[src/rtl/dl_pkg.sv]
// Shared types for the download-to-SDRAM writer: address/FIFO sizing,
// arbiter state encoding and the buffered download entry.
package dl_pkg;

    localparam int DL_ADDR_W     = 25;
    localparam int DL_FIFO_DEPTH = 8;

    typedef enum logic [1:0] {
        IDLE,
        DL_REQ,
        CPU_REQ,
        GAP
    } dl_state_t;

    typedef struct packed {
        logic [DL_ADDR_W-1:0] addr;
        logic [7:0]           data;
    } dl_entry_t;

endpackage

[src/rtl/dl_wr_fifo.sv]
// Small synchronous write buffer for download bytes. A push into a full
// FIFO is accepted only when the head is being popped in the same cycle.
module dl_wr_fifo
    import dl_pkg::*;
#(
    parameter int DEPTH = DL_FIFO_DEPTH
) (
    input  logic      clk,
    input  logic      reset,
    input  logic      push,
    input  dl_entry_t push_entry,
    input  logic      pop,
    output logic      full,
    output logic      empty,
    output dl_entry_t head
);

    localparam int PTR_W = $clog2(DEPTH);

    dl_entry_t        mem [DEPTH];
    logic [PTR_W-1:0] wr_ptr;
    logic [PTR_W-1:0] rd_ptr;
    logic [PTR_W:0]   count;
    logic             do_push;
    logic             do_pop;

    assign full    = (count == (PTR_W+1)'(DEPTH));
    assign empty   = (count == '0);
    assign do_pop  = pop && !empty;
    assign do_push = push && (!full || do_pop);
    assign head    = mem[rd_ptr];

    // Pointers wrap naturally because DEPTH is a power of two.
    always_ff @(posedge clk) begin
        if (reset) begin
            wr_ptr <= '0;
            rd_ptr <= '0;
            count  <= '0;
        end else begin
            if (do_push) wr_ptr <= wr_ptr + 1'b1;
            if (do_pop)  rd_ptr <= rd_ptr + 1'b1;
            case ({do_push, do_pop})
                2'b10:   count <= count + 1'b1;
                2'b01:   count <= count - 1'b1;
                default: count <= count;
            endcase
        end
    end

    always_ff @(posedge clk) begin
        if (do_push) mem[wr_ptr] <= push_entry;
    end

endmodule

[src/rtl/dl_sdram_writer.sv]
// Buffers download byte writes into SDRAM, arbitrates the controller with
// the CPU byte port and issues a CPU reset once a download has drained.
module dl_sdram_writer
    import dl_pkg::*;
#(
    parameter int FIFO_DEPTH = DL_FIFO_DEPTH,
    parameter int ADDR_W     = DL_ADDR_W,
    parameter int RESET_HOLD = 16
) (
    input  logic              clk,
    input  logic              reset,
    input  logic              dl_active,
    input  logic              dl_wr,
    input  logic [ADDR_W-1:0] dl_addr,
    input  logic [7:0]        dl_data,
    input  logic              cpu_rd,
    input  logic              cpu_wr,
    input  logic [ADDR_W-1:0] cpu_addr,
    input  logic [7:0]        cpu_din,
    output logic [7:0]        cpu_dout,
    output logic              cpu_wait,
    output logic              cpu_reset,
    output logic              ram_req,
    output logic              ram_we,
    output logic [ADDR_W-1:0] ram_addr,
    output logic [7:0]        ram_din,
    input  logic [7:0]        ram_dout,
    input  logic              ram_ack,
    output logic              overflow
);

    localparam int HOLD_W = $clog2(RESET_HOLD + 1);

    dl_state_t         state;
    dl_entry_t         push_entry;
    dl_entry_t         fifo_head;
    logic              fifo_full;
    logic              fifo_empty;
    logic              fifo_pop;
    logic              dl_drop;
    logic              dl_active_q;
    logic              dl_rise;
    logic              dl_fall;
    logic              armed;
    logic [HOLD_W-1:0] hold_cnt;
    logic              pend_valid;
    logic              pend_we;
    logic [ADDR_W-1:0] pend_addr;
    logic [7:0]        pend_din;
    logic              cpu_blocked;
    logic              launch_dl;
    logic              launch_cpu;

    assign push_entry  = '{addr: DL_ADDR_W'(dl_addr), data: dl_data};
    assign fifo_pop    = (state == DL_REQ) && ram_ack;
    assign dl_drop     = dl_wr && fifo_full && !fifo_pop;
    assign dl_rise     = dl_active && !dl_active_q;
    assign dl_fall     = !dl_active && dl_active_q;
    // The CPU stays off the bus from the end of a download until its reset pulse is over.
    assign cpu_blocked = dl_active || dl_fall || armed || cpu_reset;
    assign launch_dl   = !fifo_empty;
    assign launch_cpu  = pend_valid && !cpu_blocked;

    dl_wr_fifo #(
        .DEPTH(FIFO_DEPTH)
    ) u_fifo (
        .clk       (clk),
        .reset     (reset),
        .push      (dl_wr),
        .push_entry(push_entry),
        .pop       (fifo_pop),
        .full      (fifo_full),
        .empty     (fifo_empty),
        .head      (fifo_head)
    );

    // GAP is the one-cycle request bubble; the next request may launch straight from it.
    always_ff @(posedge clk) begin
        if (reset) begin
            state      <= IDLE;
            ram_req    <= 1'b0;
            ram_we     <= 1'b0;
            ram_addr   <= '0;
            ram_din    <= '0;
            cpu_dout   <= '0;
            cpu_wait   <= 1'b0;
            pend_valid <= 1'b0;
            pend_we    <= 1'b0;
            pend_addr  <= '0;
            pend_din   <= '0;
        end else begin
            if (!pend_valid && (cpu_rd || cpu_wr)) begin
                pend_valid <= 1'b1;
                pend_we    <= cpu_wr;
                pend_addr  <= cpu_addr;
                pend_din   <= cpu_din;
                cpu_wait   <= 1'b1;
            end

            case (state)
                IDLE, GAP: begin
                    if (launch_dl) begin
                        state    <= DL_REQ;
                        ram_req  <= 1'b1;
                        ram_we   <= 1'b1;
                        ram_addr <= ADDR_W'(fifo_head.addr);
                        ram_din  <= fifo_head.data;
                    end else if (launch_cpu) begin
                        state    <= CPU_REQ;
                        ram_req  <= 1'b1;
                        ram_we   <= pend_we;
                        ram_addr <= pend_addr;
                        ram_din  <= pend_din;
                    end else begin
                        state    <= IDLE;
                    end
                end
                DL_REQ: begin
                    if (ram_ack) begin
                        state   <= GAP;
                        ram_req <= 1'b0;
                        ram_we  <= 1'b0;
                    end
                end
                CPU_REQ: begin
                    if (ram_ack) begin
                        state      <= GAP;
                        ram_req    <= 1'b0;
                        ram_we     <= 1'b0;
                        pend_valid <= 1'b0;
                        cpu_wait   <= 1'b0;
                        if (!pend_we) cpu_dout <= ram_dout;
                    end
                end
                default: state <= IDLE;
            endcase
        end
    end

    // A new download cancels any pending or running post-download reset.
    always_ff @(posedge clk) begin
        if (reset) begin
            dl_active_q <= 1'b0;
            armed       <= 1'b0;
            cpu_reset   <= 1'b0;
            hold_cnt    <= '0;
            overflow    <= 1'b0;
        end else begin
            dl_active_q <= dl_active;

            if (dl_rise)      overflow <= 1'b0;
            else if (dl_drop) overflow <= 1'b1;

            if (dl_rise) begin
                armed     <= 1'b0;
                cpu_reset <= 1'b0;
            end else if (cpu_reset) begin
                if (hold_cnt == '0) cpu_reset <= 1'b0;
                else                hold_cnt  <= hold_cnt - 1'b1;
            end else if (armed && fifo_empty && state == IDLE) begin
                armed     <= 1'b0;
                cpu_reset <= 1'b1;
                hold_cnt  <= HOLD_W'(RESET_HOLD - 1);
            end else if (dl_fall) begin
                armed     <= 1'b1;
            end
        end
    end

endmodule

[config.mk]
export PLATFORM = sky130hd
export DESIGN_NAME = dl_sdram_writer
export DESIGN_NICKNAME = d
export VERILOG_FILES = /design/src/rtl/dl_pkg.sv /design/src/rtl/dl_wr_fifo.sv /design/src/rtl/dl_sdram_writer.sv
export SDC_FILE = /design/constraint.sdc
export NUM_CORES = 1
export LEC_CHECK = 0
export ABC_AREA = 1
export BUFFER_PORTS_ARGS = -buffer_cell sky130_fd_sc_hd__buf_2
export CORE_MARGIN = 1.5
export CORE_UTILIZATION = 59
export DETAILED_ROUTE_END_ITERATION = 8
export PLACE_DENSITY = 0.87
export SLEW_MARGIN = 40
export SYNTH_ARGS = -nofsm -noshare
export SYNTH_HDL_FRONTEND = slang
export SYNTH_HIERARCHICAL = 1
export SYNTH_SLANG_ARGS = --single-unit
[constraint.sdc]
create_clock -name clk -period 3.6 [get_ports clk]
set_clock_uncertainty 0.05 [all_clocks]
set_input_delay 0.36 -clock clk [delete_from_list [all_inputs] [get_ports clk]]
set_output_delay 0.36 -clock clk [all_outputs]
set_load 0.05 [all_outputs]
Yosys cells after proc, flatten, opt, wreduce, memory -nomap -nowiden
Memory sizes are Yosys's and may differ from the RTL's. A register that Yosys moved wholly into a read port is not among the register bits.
Index checks and enable logic that the tools add are counted.
{ "word_totals": {"ff_bits": 100, "ramBits": 264, "inputBits": 81, "out_inout_bits": 46, "word_cells": 109, "n_memories": 1} }
{ "memory_table": {"columns": ["name", "depth", "width", "rd", "rd_ports_with_merged_regs", "write_ports", "line", "source"], "rows": [
  ["u_fifo.mem", 8, 33, 1, 1, 1, "dl_wr_fifo.sv:20", "dl_entry_t mem [DEPTH];"]
]} }
{ "classes": {"n_addsub": 5, "n_eq_ne": 10, "muxes": 34, "bitwise": 3, "n_reduce_logical": 37} }
{ "ops": {"columns": ["operator", "count"], "rows": [
  ["two-way mux 25 bit", 2],
  ["two-way mux 1 bit", 18],
  ["two-way mux 8 bit", 2],
  ["two-way mux 5 bit", 3],
  ["logical AND 1 bit", 11],
  ["case mux 4 bit (2 select lines)", 1],
  ["zero test 1 bit", 7],
  ["adder 3 x 1 -> 3 bit, second input constant", 2],
  ["equality test 2 bit, second input constant", 3],
  ["two-way mux 2 bit", 3],
  ["two-way mux 3 bit", 2],
  ["AND reduction 2 bit", 3],
  ["AND reduction 3 bit", 2],
  ["nonzero test 2 bit", 3],
  ["OR reduction 2 bit", 3],
  ["zero test 5 bit", 1],
  ["logical OR 1 bit", 5],
  ["subtractor 5 x 1 -> 5 bit, second input constant", 1],
  ["adder 4 x 1 -> 4 bit, second input constant", 1],
  ["equality test 2 x 1 -> 1 bit, second input constant", 2],
  ["equality test 4 bit, second input constant", 1],
  ["zero test 4 bit", 1],
  ["!= test 2 x 1 -> 1 bit, second input constant", 2],
  ["case mux 1 bit (2 select lines)", 2],
  ["other kinds (6)", 8]
]} }

Depth between registers and ports, before layout
Gate-level depths: netlist of run 1.
{ "depth": {"ltp_word": 10, "depth_mapped": 13, "ltp_nobuf": 13} }

Cells and area by module
The synthesis of run 1 kept the hierarchy.
{ "by_module_without_submodules": {"columns": ["module", "n_inst", "cells_per_inst", "area_each_um2", "seq_area_each_um2"], "rows": [
  ["dl_wr_fifo", 1, 769, 10948.0, 8187.9],
  ["dl_sdram_writer", 1, 547, 3871.2, 1801.7]
]} }

Least setup slack after synthesis of run 1
No wires, ideal clock.
{ "synth_timing": {"kind": "register to register", "startpoint": "register state[1]", "endpoint": "memory u_fifo/mem[0][0] (netlist bit) (enable)", "setup_time_ps": 423, "arrival_time_ps": 2412, "required_time_ps": 3127, "setup_slack_ps": 715, "stages_incl_launch_ff": 11, "n_path_buf": 0, "period_less_slack_ps": 2885, "path_cell_list": "dfxtp_1 -> inv_1 -> ha_1 -> nand2_1 -> inv_1 -> inv_1 -> nand4_1 -> nand2_1 -> inv_1 -> nand2_1 -> nor2_1"} }
{ "synth_between": {"elab_chain_len": 7} }
{ "synth_rtl": {"columns": ["item", "line", "source"], "rows": [
  ["start, declared", "dl_sdram_writer.sv:34", "dl_state_t state;"],
  ["start signal, assigned", "dl_sdram_writer.sv:80", "state <= IDLE;"],
  ["start signal, assigned", "dl_sdram_writer.sv:103", "state <= DL_REQ;"],
  ["start signal, assigned", "dl_sdram_writer.sv:109", "state <= CPU_REQ;"],
  ["equality test 2 x 1 -> 1 bit", "dl_sdram_writer.sv:55", "assign fifo_pop = (state == DL_REQ) && ram_ack;"],
  ["logical AND 1 bit", "dl_sdram_writer.sv:55", null],
  ["net fifo_pop", "dl_sdram_writer.sv:39", "logic fifo_pop;"],
  ["logical AND 1 bit", "dl_wr_fifo.sv:29", "assign do_pop = pop && !empty;"],
  ["logical OR 1 bit", "dl_wr_fifo.sv:30", "assign do_push = push && (!full || do_pop);"],
  ["logical AND 1 bit", "dl_wr_fifo.sv:30", null],
  ["two-way mux 1 bit", "dl_wr_fifo.sv:51", "if (do_push) mem[wr_ptr] <= push_entry;"],
  ["two-way mux 1 bit (implied by the code)", "dl_wr_fifo.sv:51", null],
  ["end, declared", "dl_wr_fifo.sv:20", null]
]} }
The timed path passes the listed nets, and every way through them passes these cells.

Worst setup path in the final report of run 1
{ "layout_timing": {"startpoint": "register state[1]", "endpoint": "memory u_fifo/mem[5][11] (netlist bit) (enable)"} }
The elaborated chain is that of the path after synthesis.

==> results.yml, run 1 <==
final_layout:
  fin_area_sq_um: 16730
  n_fill_cell: 1600
  fin_nets: 1516
  syn_to_final_growth_pct: 12.89
  drive_gt1_share_pct: 15.40
  utilization_pct: 68.39
floorplanning:
  chipWidth_um: 161.5
  io_pins: 127
  initial_core_util_pct: 60.58
  placementRows: 57
  die_h_um: 161.5
  core-area_sq_um: 24460
  die_area_sq_um: 26080
route:
  wl_um: 33620
  drc: 0
  wl_met3_um: 3011
  wl_met1_um: 13430
  met2_length_um: 16220
  highest_layer: "met4"
  ant_nets: 0
  firstDrtPassIters: 5
  dr.first_iter.drc_count: 1348
  vias_per_cell: 5.904
  avgRoutedWirePerCell_um: 18.95
  routed-via-count: 10470
logic_synthesis:
  seq_area_frac_synth_pct: 67.41
  async_reset_ff_share_pct: 0
  synth.distinct_cells: 34
  synthCells: 1316
  synth_area_per_cell_sq_um: 11.26
  synth_ff_type: "edfxtp_1"
  synth.most_common_cell: "nand2_1"
  synth_fp_nets: 1406
  yosysWarnings: 6
  yosys.area.top_type_share_pct: 53.50
  synthTopCellsByArea: "edfxtp_1 (53%), dfxtp_1 (14%), nand2_1 (7.0%), nor2_1 (4.5%), mux2i_1 (4.5%)"
  ys_ff_latch: 367
  yosys.area.top_type: "edfxtp_1"
  syn_area_sq_um: 14820
  synthTopCellsByCount: "nand2_1 (277), edfxtp_1 (264), nor2_1 (177)"
  synth_edf_count: 264
clock_tree:
  root_buffer: "clkbuf_16"
  clk-insertion-delay-late_ns: 0.51
  post_cts_resized: 0
  cts_inserted_buffers: 36
  cts_setup_buffers: 0
  clockBufferDepth: 3
  clock-sinks: 367
  ctsHtreeMaxLevel: 2
  cts_tree: "yes"
  cts_hold_buf: 0
  clk_pin_slew_ns: 0.06
sta:
  setup_viol: 0
  tightest_slew_ns: 0.7548
  setup_tns_ns: 0
  rsz0062_at_grt: "false"
  period_minus_slack_ns: 2.626
  slew_headroom_pct: 49.62
  max_freq_ghz: 0.3808
  finalCritPeriodShare_pct: 72.95
  fin_ws_ns: 0.9739
  drv_slew: 0
  hold_violations: 0
run_status:
  status: "finished, final reports clean"
setup_path:
  worstPathArrival_ns: 2.78
  cp_max_fo: 19
  required_ns: 3.76
  startpoint_type: "flop"
  critical_path.endpoint_type: "flop"
  worstSetupPathType: "reg2reg"
min_path:
  min_path_type: "in2reg"
grt:
  antenna_found_initial: 3
  overflow: 0
  grt_pass1_vias: 10120
  grt_start_max_net_pins: 75
  grtUsageTotal_pct: 25.93
  grt_pass1_wl_um: 52420
pwr:
  leakagePower_nw: 6.295
  ir_worst_vdd_mv: 0.5647
  power_density_nw_per_um2: 692.8
placement:
  hpwlAfterDp_um: 20540
  routabilityCongestion: 0.8115
  post_dp_cell_area_sq_um: 15630
  portBuffers: 126
  pre_cts_ws_ns: 1.130
flow_run:
  drv_cap: 0
-- metrics by stage --
step | hold slack (ns) | power (mW) | cells
final | 0.02710 | 11.59 | 1774
after global routing | 0.02873 | 12.08 | 1773
after CTS | 0.01923 | 11.60 | 1772
after detailed placement | 0.4028 | 8.095 | 1712
after global placement | 0.3961 | 7.990 | 1712
after floorplan | 0.3724 | 7.488 | 1316
-- routing by layer --
metal	global-route usage, %	up-vias
met5	0	-
met4	10.27	0
met3	3.955	79
met2	43.21	568
met1	34.39	5005
li1	-	4821
-- path summary, 6_finish.rpt --
path	startpoint	to	slack [ns]	cells past startpoint
hold / removal	ram_dout[5]	cpu_dout[5]$_SDFFE_PP0P_	0.03	3
hold reg to reg	ram_addr[17]$_SDFFE_PP0P_	ram_addr[17]$_SDFFE_PP0P_	0.41	2
setup / recovery	state[1]$_SDFFE_PP0P_	u_fifo/mem[5][11]$_DFFE_PP_	0.97	11
setup reg to reg	state[1]$_SDFFE_PP0P_	u_fifo/mem[5][11]$_DFFE_PP_	0.97	11
-- placed cells by master (no fill, tap or decap), drive strengths merged, types with 2 or more instances in the layout --
master  count
inv        40
xor2        2
buf       149
nor3        2
mux2i      66
o22ai      66
clkinv     11
clkbuf     46
bufinv      2
o21ai     113
nand4       7
ha          8
edfxtp    264
a21oi      49
dfxtp     103
nand3      53
diode       2
nor2      179
or2         4
nand2     280
-- critical path, cell delays in order (launching register included) --
cell and delay, ns:
dfxtp_1 0.33, inv_1 0.08, ha_1 0.14, nand2_1 0.06
inv_1 0.09, inv_1 0.05, nand4_1 0.11, nand2_1 0.14
nor2_1 0.14, inv_1 0.19, nor2_4 0.61, buf_4 0.31
-- flip-flops by register name, summed over array words and instances, names as in the netlist, 2 cells and up, named ones only --
| signal | flops |
|---|---|
| hold_cnt | 5 |
| u_fifo/count | 4 |
| pend_din | 8 |
| cpu_dout | 8 |
| ram_addr | 25 |
| ram_din | 8 |
| u_fifo/rd_ptr | 3 |
| state | 2 |
| u_fifo/mem | 264 |
| pend_addr | 25 |
| u_fifo/wr_ptr | 3 |
-- kinds of logic (layout without fill, tap and decap cells) --
group / Yosys count / count (layout) / share of synthesized area, %
AOI/OAI and AO/OA: 230 / 230 / 8.418
xor gates and xnor gates: 2 / 2 / 0.1182
adders and majority gates: 9 / 9 / 0.8106
buffers and inverters: 117 / 249 / 4.585
DFF: 367 / 367 / 67.41
muxes: 66 / 66 / 4.458
other: 0 / 2 / 0
and+or+nand+nor: 525 / 525 / 14.20
-- cell type report --
class,count,area (sq um),share of cell area [%]
tap,324,405.4,2.423
timing repair buffer,149,865.8,5.175
clock inverter,14,125.1,0.7479
antenna,2,5.005,0.02992
inverter,40,150.1,0.8975
multi-input combinational,832,4210,25.17
clock buffer,46,970.9,5.804
sequential,367,9997,59.76
-- report_power, final --
part | internal (mW) | switching [mW] | total, mW
clock | 2.05 | 1.47 | 3.51
sequential | 4.89 | 0.249 | 5.14
combinational | 0.793 | 2.15 | 2.94
Power figures use the tool's default switching activity.
==> run 2: changes to the inputs <==
Settings changed: ABC_AREA 1 to 0, CORE_UTILIZATION 59 to 53, PLACE_DENSITY 0.87 to 0.83.
Clock period 3.6 ns to 2.4 ns, I/O delays scaled along.
==> results.yml, run 2 <==
setup_path:
  reg2reg_depth: 10
  critical_path.endpoint_type: "flop"
  startpoint_type: "flop"
  slowest_delay_ns: 0.41
  worstPathArrival_ns: 2.73
  cp_cell_sequence: "or3_4, buf_4, o21ai_4, or2_2, inv_1, ha_1, nand3_2, nor4bb_4, o21bai_1, a31oi_1"
  worstSetupPathType: "reg2reg"
  required_ns: 2.79
  cp_max_fo: 4
  cp_slowest_cell: "or3_4"
floorplanning:
  placementRows: 60
  chipWidth_um: 168.4
  io_pins: 127
  die_h_um: 168.4
  die_area_sq_um: 28350
  initial_core_util_pct: 53.94
  core-area_sq_um: 26880
grt:
  grt_pass1_wl_um: 51090
  antenna_found_initial: 0
  grtUsageTotal_pct: 24.19
  grt_start_max_net_pins: 53
  grt_pass1_vias: 9066
  overflow: 0
final_layout:
  fin_area_sq_um: 18140
  final_common_cell: "edfxtp_1"
  syn_to_final_growth_pct: 25.12
  layout_common_cells: "edfxtp_1 (264), buf_2 (125), dfxtp_1 (98), dlygate4sd3_1 (78), nand2_1 (71)"
  drive_gt1_share_pct: 34.83
  num_antenna_cells: 0
  fin_nets: 1198
  utilization_pct: 67.49
  reg_top3: "u_fifo/mem (264), pend_addr (25), ram_addr (25)"
  top_register: "u_fifo/mem"
  largest_reg_flops: 264
placement:
  routabilityCongestion: 0.8001
  portBuffers: 126
  pre_cts_ws_ns: -0.06083
  hpwlAfterDp_um: 18690
  post_dp_cell_area_sq_um: 15950
logic_synthesis:
  syn_area_sq_um: 14500
  yosysWarnings: 6
  synthTopCellsByArea: "edfxtp_1 (55%), dfxtp_1 (14%), mux4_2 (9.2%), mux2i_1 (3.1%), a211oi_2 (2.9%)"
  yosys.area.top_type_share_pct: 54.69
  seq_area_frac_synth_pct: 68.91
  ys_ff_latch: 367
  synth_fp_nets: 956
  synth.most_common_cell: "edfxtp_1"
  synth_ff_type: "edfxtp_1"
  synth_area_per_cell_sq_um: 16.74
  async_reset_ff_share_pct: 0
  synth.distinct_cells: 54
  synth_edf_count: 264
  synthTopCellsByCount: "edfxtp_1 (264), dfxtp_1 (103), nand2_1 (72)"
  yosys.area.top_type: "edfxtp_1"
  synthCells: 866
pwr:
  ir_worst_vdd_mv: 0.7395
  power_density_nw_per_um2: 1005
  p_seq_share_pct: 41.1
  pwr-share-comb_pct: 24.5
  leakagePower_nw: 6.537
  power_switching_mw: 5.374
  swShare_pct: 29.48
  p_clk_share_pct: 34.4
  p_int_mw: 12.86
run_status:
  status: "finished, final reports clean"
clock_tree:
  cts_inserted_buffers: 37
  clockBufferDepth: 3
  clk_pin_slew_ns: 0.06
  clk-insertion-delay-late_ns: 0.53
  cts_setup_buffers: 0
  root_buffer: "clkbuf_16"
  clock-sinks: 367
  cts_tree: "yes"
  ctsHtreeMaxLevel: 2
sta:
  hold_violations: 0
  setup_viol: 0
  tightest_slew_ns: 0.7681
  finalCritPeriodShare_pct: 97.31
  worst_hold_slack_ns: 0.03713
  max_freq_ghz: 0.4282
  period_minus_slack_ns: 2.336
  fin_ws_ns: 0.06450
  slew_headroom_pct: 48.67
  drv_slew: 0
route:
  drc: 0
  wl_um: 33720
  ant_nets: 0
  dr.first_iter.drc_count: 757
  avgRoutedWirePerCell_um: 22.82
  vias_per_cell: 5.873
  firstDrtPassIters: 7
  routed-via-count: 8680
min_path:
  min_path_type: "in2reg"
  whs_path_depth: 3
flow_run:
  drv_cap: 0
-- run 2: worst paths after layout --
kind / start / to / slack (ns)
worst max-delay path: u_fifo/count[1]$_SDFFE_PP0P_ / u_fifo/count[3]$_SDFFE_PP0P_ / 0.06
worst min register to register: pend_addr[22]$_SDFFE_PP0P_ / pend_addr[22]$_SDFFE_PP0P_ / 0.41
worst min-delay path: cpu_din[4] / pend_din[4]$_SDFFE_PP0P_ / 0.04
worst max register to register: u_fifo/count[1]$_SDFFE_PP0P_ / u_fifo/count[3]$_SDFFE_PP0P_ / 0.06
-- run 2: area by class of cell --
class	instances	area, sq um
sequential	367	10000
fill	1627	8737
tap	341	426.7
multi-input combinational	437	4339
inverter	10	40.04
clock buffer	47	1026
clock inverter	21	315.3
timing repair buffer	255	1991
-- run 2: kinds of logic (layout without fill, tap and decap cells) --
group,count (synthesis),after routing,share of synthesized area (%)
AOI/OAI and AO/OA,101,101,5.860
xor gates and xnor gates,7,7,0.4229
adders and majority gates,9,9,0.8286
buffers and inverters,63,333,2.572
DFF,367,367,68.91
muxes,144,144,16.11
and+or+nand+nor,175,176,5.300
-- run 2: per-layer routing --
layer	GRT usage (%)	vias up	part of all wire (%)
met2	41.57	427	51
met4	10.48	0	3.5
li1	-	3821	-
met3	4.913	91	7.5
met1	29.89	4341	38
met5	0	-	0
-- run 2: through the flow --
| step | setup TNS (ns) | total power [mW] | instances |
|---|---|---|---|
| floorplan | -32.51 | 10.85 | 866 |
| global placement | -0.2033 | 11.72 | 1328 |
| detailed placement | -0.7484 | 11.87 | 1331 |
| CTS | -0.04526 | 18.23 | 1478 |
| global route | -0.01241 | 18.89 | 1478 |
| finish | 0 | 18.23 | 1478 |
-- run 2: timing repair --
action                                 CTS  global route
pin swaps                                1             1
hold buffers                            78             0
setup endpoints to repair               14             1
endpoints found under the hold margin  308             0
cloned                                   1             0
resized for setup                        2             6
-- run 2: critical path, delay by kind of cell, from the launching register on --
family | cells | cell delay, ns
buffers and inverters | 2 | 0.25
adder cells (fa/ha/maj) | 1 | 0.30
AO/OA/AOI/OAI | 3 | 0.38
AND/OR/NAND/NOR | 4 | 0.95
flip-flops | 1 | 0.31
-- run 2: power groups by stage --
stage	Clock (mW)	Sequential, mW	Combinational, mW
final	6.27	7.49	4.47
after global routing	6.60	7.53	4.76
after CTS	6.32	7.48	4.43
after detailed placement	0	7.61	4.26
after global placement	0	7.58	4.14
after floorplan	0	8.25	2.61
==> run 3: changes to the inputs <==
Settings changed: RECOVER_POWER from default to 25.
==> results.yml, run 3 (synthesized netlist as in run 2, its figures left out) <==
grt:
  grt_start_max_net_pins: 53
  grt_pass1_wl_um: 51090
  antenna_found_initial: 0
  overflow: 0
  grtUsageTotal_pct: 24.19
  grt_pass1_vias: 9066
setup_path:
  rrSetupSlack_ns: 0.07
  startpoint_type: "flop"
  worstPathArrival_ns: 2.73
  cp_max_fo: 4
  required_ns: 2.79
  worstSetupPathType: "reg2reg"
  critical_path.endpoint_type: "flop"
clock_tree:
  root_buffer: "clkbuf_16"
  ctsHtreeMaxLevel: 2
  clk-insertion-delay-late_ns: 0.53
  cts_inserted_buffers: 37
  cts_tree: "yes"
  clk_pin_slew_ns: 0.06
  cts_setup_buffers: 0
  clockBufferDepth: 3
  clock-sinks: 367
sta:
  slew_headroom_pct: 15.87
  fin_ws_ns: 0.06550
  finalCritPeriodShare_pct: 97.27
  setup_viol: 0
  period_minus_slack_ns: 2.335
  drv_slew: 0
  tightest_slew_ns: 1.262
  max_freq_ghz: 0.4284
  hold_violations: 0
floorplanning:
  die_area_sq_um: 28350
  die_h_um: 168.4
  chipWidth_um: 168.4
  initial_core_util_pct: 53.94
  core-area_sq_um: 26880
  placementRows: 60
  io_pins: 127
pwr:
  power_density_nw_per_um2: 1006
  p_total_mw: 18.22
  ir_worst_vdd_mv: 0.7396
  leakagePower_nw: 6.468
route:
  highest_layer: "met4"
  dr.first_iter.drc_count: 685
  vias_per_cell: 5.882
  routed-via-count: 8694
  wl_um: 33710
  drc: 0
  avgRoutedWirePerCell_um: 22.81
  firstDrtPassIters: 6
  met2_length_um: 17160
  wl_met1_um: 12910
  wl_met3_um: 2472
  ant_nets: 0
placement:
  routabilityCongestion: 0.8001
  portBuffers: 126
  pre_cts_ws_ns: -0.06083
  hpwlAfterDp_um: 18690
  place_inst: 1331
final_layout:
  syn_to_final_growth_pct: 24.89
  top_register: "u_fifo/mem"
  largest_reg_flops: 264
  final_common_cell: "edfxtp_1"
  reg_top3: "u_fifo/mem (264), pend_addr (25), ram_addr (25)"
  drive_gt1_share_pct: 32.63
  layout_common_cells: "edfxtp_1 (264), buf_2 (101), dfxtp_1 (98), dlygate4sd3_1 (78), nand2_1 (71)"
  fin_nets: 1198
  n_fill_cell: 1642
  layout.cells.non_filler: 1478
  utilization_pct: 67.37
  num_antenna_cells: 0
run_status:
  status: "finished, final reports clean"
min_path:
  min_path_type: "in2reg"
flow_run:
  drv_cap: 0
-- run 3: repair_timing --
item	4_1_cts	5_1_grt
pin swaps	1	1
hold buffers	78	0
gates resized for setup	2	6
endpoints found under the setup margin	14	1
hold endpoints to repair	308	0
gates cloned	1	0
-- run 3: cell type report --
type | instances | area, sq um | share of cell area [%]
clock buffer | 47 | 1026 | 5.667
timing repair buffer | 255 | 1957 | 10.81
sequential | 367 | 10000 | 55.24
clock inverter | 21 | 315.3 | 1.742
multi-input combinational | 437 | 4339 | 23.97
inverter | 10 | 40.04 | 0.2211
tap | 341 | 426.7 | 2.357
-- run 3: final timing paths --
kind                                              startpoint                      endpoint  depth (start not counted)
worst min register to register    pend_addr[22]$_SDFFE_PP0P_    pend_addr[22]$_SDFFE_PP0P_                          2
worst max-delay path            u_fifo/count[1]$_SDFFE_PP0P_  u_fifo/count[3]$_SDFFE_PP0P_                         10
worst max register to register  u_fifo/count[1]$_SDFFE_PP0P_  u_fifo/count[3]$_SDFFE_PP0P_                         10
worst min-delay path                              cpu_din[4]      pend_din[4]$_SDFFE_PP0P_                          3
-- run 3: worst max-delay path, cell delays in order, from the launching register on --
cell,delay [ns]
dfxtp_1,0.32
or3_4,0.41
buf_4,0.17
o21ai_4,0.13
or2_2,0.15
inv_1,0.08
ha_1,0.30
nand3_2,0.11
nor4bb_4,0.28
o21bai_1,0.11
a31oi_1,0.14
-- run 3: power breakdown --
| group | switching, mW | internal [mW] | total (mW) |
|---|---|---|---|
| Combinational | 2.76 | 1.70 | 4.46 |
| Sequential | 0.241 | 7.25 | 7.49 |
| Clock | 2.37 | 3.91 | 6.27 |
| Total | 5.37 | 12.9 | 18.2 |
-- run 3: per-stage QoR --
step | instance area, sq um | hold slack, ns | TNS, ns
floorplan | 14580 | 0.2628 | -32.51
global placement | 15900 | 0.3912 | -0.2033
detailed placement | 15950 | 0.3980 | -0.7484
CTS | 18090 | 0.01243 | -0.04526
global route | 18100 | 0.01386 | -0.01241
finish | 18100 | 0.02461 | 0
-- run 3: routing by layer --
metal	GRT usage (%)	up-vias
li1	-	3822
met1	29.89	4363
met2	41.57	418
met3	4.913	91
met4	10.48	0
met5	0	-
